--- src/rtl/reg_file_mp.sv ---
// rtl/reg_file_mp.sv - two-write/two-read register file with per-register pending bits
module reg_file_mp #(
    parameter int DATA_WIDTH = 8,
    parameter int ADDR_WIDTH = 3,
    parameter bit BYPASS     = 1'b1,
    parameter bit ZERO_REG   = 1'b0
) (
    input  logic                  CLK,
    input  logic                  RESET,
    input  logic                  WRITE1,
    input  logic [ADDR_WIDTH-1:0] INADDRESS1,
    input  logic [DATA_WIDTH-1:0] IN1,
    input  logic                  WRITE2,
    input  logic [ADDR_WIDTH-1:0] INADDRESS2,
    input  logic [DATA_WIDTH-1:0] IN2,
    input  logic [ADDR_WIDTH-1:0] OUT1ADDRESS,
    input  logic [ADDR_WIDTH-1:0] OUT2ADDRESS,
    output logic [DATA_WIDTH-1:0] OUT1,
    output logic [DATA_WIDTH-1:0] OUT2,
    input  logic                  RESERVE,
    input  logic [ADDR_WIDTH-1:0] RESADDRESS,
    output logic                  OUT1PEND,
    output logic                  OUT2PEND,
    output logic [ADDR_WIDTH:0]   BUSYCOUNT
);
    localparam int DEPTH = 2 ** ADDR_WIDTH;

    logic [DATA_WIDTH-1:0] regs_q [DEPTH];
    logic [DATA_WIDTH-1:0] regs_d [DEPTH];
    logic [DEPTH-1:0]      pend_q, pend_d;
    logic [ADDR_WIDTH:0]   count_q, count_d;

    // Port 2 is applied after port 1 so it wins on an address collision;
    // reserve is applied after the write-clear so it survives a same-cycle write.
    always_comb begin
        for (int i = 0; i < DEPTH; i++) regs_d[i] = regs_q[i];
        pend_d = pend_q;
        if (WRITE1) begin
            regs_d[INADDRESS1] = IN1;
            pend_d[INADDRESS1] = 1'b0;
        end
        if (WRITE2) begin
            regs_d[INADDRESS2] = IN2;
            pend_d[INADDRESS2] = 1'b0;
        end
        if (RESERVE) pend_d[RESADDRESS] = 1'b1;
        if (ZERO_REG) begin
            regs_d[0] = '0;
            pend_d[0] = 1'b0;
        end
        count_d = '0;
        for (int i = 0; i < DEPTH; i++)
            count_d = count_d + {{ADDR_WIDTH{1'b0}}, pend_d[i]};
    end

    always_ff @(posedge CLK) begin
        if (RESET) begin
            for (int i = 0; i < DEPTH; i++) regs_q[i] <= '0;
            pend_q  <= '0;
            count_q <= '0;
        end else begin
            for (int i = 0; i < DEPTH; i++) regs_q[i] <= regs_d[i];
            pend_q  <= pend_d;
            count_q <= count_d;
        end
    end

    always_comb begin
        OUT1     = regs_q[OUT1ADDRESS];
        OUT2     = regs_q[OUT2ADDRESS];
        OUT1PEND = pend_q[OUT1ADDRESS];
        OUT2PEND = pend_q[OUT2ADDRESS];
        if (BYPASS) begin
            if (WRITE1 && INADDRESS1 == OUT1ADDRESS) begin
                OUT1     = IN1;
                OUT1PEND = RESERVE && RESADDRESS == OUT1ADDRESS;
            end
            if (WRITE2 && INADDRESS2 == OUT1ADDRESS) begin
                OUT1     = IN2;
                OUT1PEND = RESERVE && RESADDRESS == OUT1ADDRESS;
            end
            if (WRITE1 && INADDRESS1 == OUT2ADDRESS) begin
                OUT2     = IN1;
                OUT2PEND = RESERVE && RESADDRESS == OUT2ADDRESS;
            end
            if (WRITE2 && INADDRESS2 == OUT2ADDRESS) begin
                OUT2     = IN2;
                OUT2PEND = RESERVE && RESADDRESS == OUT2ADDRESS;
            end
        end
        if (ZERO_REG && OUT1ADDRESS == '0) begin
            OUT1     = '0;
            OUT1PEND = 1'b0;
        end
        if (ZERO_REG && OUT2ADDRESS == '0) begin
            OUT2     = '0;
            OUT2PEND = 1'b0;
        end
    end

    assign BUSYCOUNT = count_q;
endmodule

--- config.mk ---
export PLATFORM = sky130hd
export DESIGN_NAME = reg_file_mp
export DESIGN_NICKNAME = d
export VERILOG_FILES = /design/src/rtl/reg_file_mp.sv
export SDC_FILE = /design/constraint.sdc
export NUM_CORES = 1
export LEC_CHECK = 0
export CAP_MARGIN = 20
export CORE_MARGIN = 10
export CORE_UTILIZATION = 62
export DETAILED_ROUTE_END_ITERATION = 12
export PLACE_DENSITY_LB_ADDON = 0.25
export RECOVER_POWER = 25
export SLEW_MARGIN = 40
export SYNTH_ARGS = -nofsm -noshare
export SYNTH_HDL_FRONTEND = slang
export SYNTH_SLANG_ARGS = --single-unit
--- constraint.sdc ---
create_clock -name CLK -period 9.7 [get_ports CLK]
set_input_delay 2.425 -clock CLK [delete_from_list [all_inputs] [get_ports CLK]]
set_output_delay 2.425 -clock CLK [all_outputs]
set_load 0.01 [all_outputs]
==> out/qor.txt <==
CP Capture Type: primary output
Worst skew pair latency: 0.36 ns
Fmax achieved: 0.124 GHz
Seq/Total Area, Yosys: 28.6%
Kind of critical path: in -> out
WL per Instance: 23.7 µm
DR DRC count: 0
Gr ovfl total: 0
Layout cells sized above 1: 8.96%
Final min period: 8.07 ns
Detailed placer's ending HPWL: 9950 µm
First drt pass iteration count: 7
Fillers: 623
1st-iter DRT viols: 425
Hold depth: 2
Vias: 4470
Input/output buffers: 57
Post-CTS Resized: 0
Actual slew at the worst max-slew pin: 0.919 ns
Setup ws final: 1.63 ns
Area Growth Syn to Fin: 11.6%
Footprint of the multi-input gates: 0.00346 mm²
Ys Warns: 0
Pwr dens: 127 mW/mm²
CTS tree: built
Placed Cells incl. Taps: 635
Clock root buffer master: clkbuf_8
Die Y: 113 µm
Final std cells w/o fill: 652
Max_cap viols: 0
Worst Path Arrival: 5.65 ns
DRT antenna net count: 0
Outcome: completed
Antenna cell count: 0
Post-CTS Setup Bufs: 0
Nets: 585
Reg2reg setup slack: 6.48 ns
Peak supply drop: 0.0589 mV
Largest net degree at the start of global routing: 77
Setup Slack @ Placement: 1.72 ns
Initial core utilization: 64.2%
Hold_ws: 0.578 ns
Net load switching power: 223 µW
Final GP Congestion: 0.934
Mapped Area: 0.00533 mm²
Final Hold Vio Count: 0
Total clock sinks: 76
Synth Flop Type: dfxtp_1
Fin crit share: 83.2%
Gr usage total: 23.7%
Die area: 0.0127 mm²
Vias per cell: 6.86
CTS max path bufs: 2
Final core occ: 71.6%
Slew HR: 38.5%
Post-Route Skew: 0.00702 ns
Worst Reg-to-Reg Cells: 10
Reg power frac: 45.0%
# hold bufs at CTS: 0
Die width: 113 µm
Initial antenna violation count: 0
Drt total wl: 15400 µm
Rows: 33
Crit start category: primary input
CP Max Fanout: 12
Vias in the first global route: 4435
Clock share of power: 32.3%
Register bit total from synthesis: 76
CTS clk-pin slew, worst paths: 0.08 ns
Pleak: 0.00254 µW
Gate power share: 22.7%
Internal power: 531 µW
Unrepaired setup endpoints after global routing: false
Final setup viols: 0
Register area: 0.00152 mm²
Async set-reset flop share out of synthesis: 0%
Gate count after technology mapping: 531
Post-synth EDFFs: 0
Critical path required time: 7.28 ns
Core Box Area: 0.00830 mm²
First-pass GRT wire length: 24300 µm
CTS Buf Count: 9
Total nets after synthesis: 574
Avg Inst Size Synth: 10.0 µm²
Max-slew violations: 0
# IOs: 58
H-tree levels: 3
Synth unique cells: 32
Switching share of power: 29.6%
Setup TNS: 0 ns
Worst min path class: reg -> reg
==> power groups by stage <==
stage               clock [µW]  sequential (µW)  combinational (µW)
floorplan                    0              342                 113
global placement             0              344                 165
detailed placement           0              346                 168
CTS                        245              339                 170
global route               258              341                 184
finish                     243              339                 171
==> cell usage in the layout, fill, tap and decap left out, types with 2 or more instances in the layout <==
master / synthesis / final
a211oi_1: 64 / 64
nand2_1: 22 / 22
nand3_2: 1 / 2
mux2i_1: 84 / 84
a32oi_1: 7 / 7
mux2_2: 16 / 16
mux4_1: 28 / 28
and4_1: 2 / 2
clkinv_4: 0 / 2
clkdlybuf4s50_1: 0 / 49
clkbuf_1: 29 / 2
o21ai_0: 2 / 2
buf_4: 6 / 5
and2_1: 5 / 5
o21ai_1: 14 / 14
dlygate4sd3_1: 0 / 7
xnor2_1: 18 / 18
fa_1: 4 / 4
nand4_1: 6 / 6
clkbuf_8: 0 / 9
nand3_1: 7 / 6
nor2b_1: 12 / 12
mux4_2: 8 / 8
clkinv_2: 0 / 2
dfxtp_1: 76 / 76
nor2_1: 76 / 76
ha_1: 3 / 3
inv_1: 6 / 6
==> per-layer routing <==
layer | up-vias | global-route usage [%] | wire length (µm) | share of wire (%)
met1 | 2169 | 30.9 | 6560 | 42
met4 | 0 | 8.80 | 421 | 2.7
li1 | 2004 | - | - | -
met5 | - | 0 | 0 | 0
met2 | 250 | 36.8 | 7050 | 46
met3 | 47 | 6.29 | 1420 | 9.2
==> worst paths after layout <==
kind / start / end
setup / recovery: OUT1ADDRESS[0] / OUT1PEND
hold reg to reg: regs_q[7][4]$_SDFF_PP0_ / regs_q[7][4]$_SDFF_PP0_
setup reg to reg: pend_q[0]$_SDFF_PP0_ / BUSYCOUNT[2]$_SDFF_PP0_
hold / removal: regs_q[7][4]$_SDFF_PP0_ / regs_q[7][4]$_SDFF_PP0_
==> synth_stat cells, types with 8 or more instances <==
| cell | number | area share (%) |
|---|---|---|
| clkbuf_1 | 29 | 2.0 |
| mux2_2 | 16 | 3.4 |
| a211oi_1 | 64 | 9.0 |
| nand2_1 | 22 | 1.6 |
| nor2b_1 | 12 | 1.4 |
| dfxtp_1 | 76 | 29 |
| nor2_1 | 76 | 5.4 |
| mux4_1 | 28 | 14 |
| o21ai_1 | 14 | 1.3 |
| xnor2_1 | 18 | 3.0 |
| mux2i_1 | 84 | 16 |
| buf_2 | 23 | 2.2 |
| mux4_2 | 8 | 3.4 |
==> cell families after synthesis <==
family | after synthesis | synth area share [%]
multiplexers | 136 | 36.4
AND/OR/NAND/NOR | 134 | 11.2
AO/OA/AOI/OAI | 89 | 12.0
flip-flops | 76 | 28.6
buffers and inverters | 70 | 6.60
XOR/XNOR | 19 | 3.12
adder cells (fa/ha/maj) | 7 | 2.21
==> final cells by class <==
type	count	area share, %
well taps	105	2.21
clock inverters	6	1.09
multi-input cells	385	58.2
repair buffers	64	10.4
inverters	6	0.379
flip-flops and latches	76	25.6
clock buffers	10	2.15
==> sequential cells by signal, indices dropped and copies added, names as in the netlist <==
signal	flops
pend_q	8
regs_q	64
BUSYCOUNT	4
==> metrics by stage <==
step	area, µm²	power, µW
6_report	5950	754
5_1_grt	5950	783
4_1_cts	5940	754
3_5_place_dp	5740	514
3_3_place_gp	5730	509
2_1_floorplan	5330	455
==> worst max-delay path, cell delays in order <==
cell,delay (ns)
clkdlybuf4s50_1,1.00
buf_4,0.36
xnor2_1,0.16
nand4_1,0.60
nor2b_1,0.37
mux2i_1,0.17
clkdlybuf4s50_1,0.55
Power figures use the tool's default switching activity.
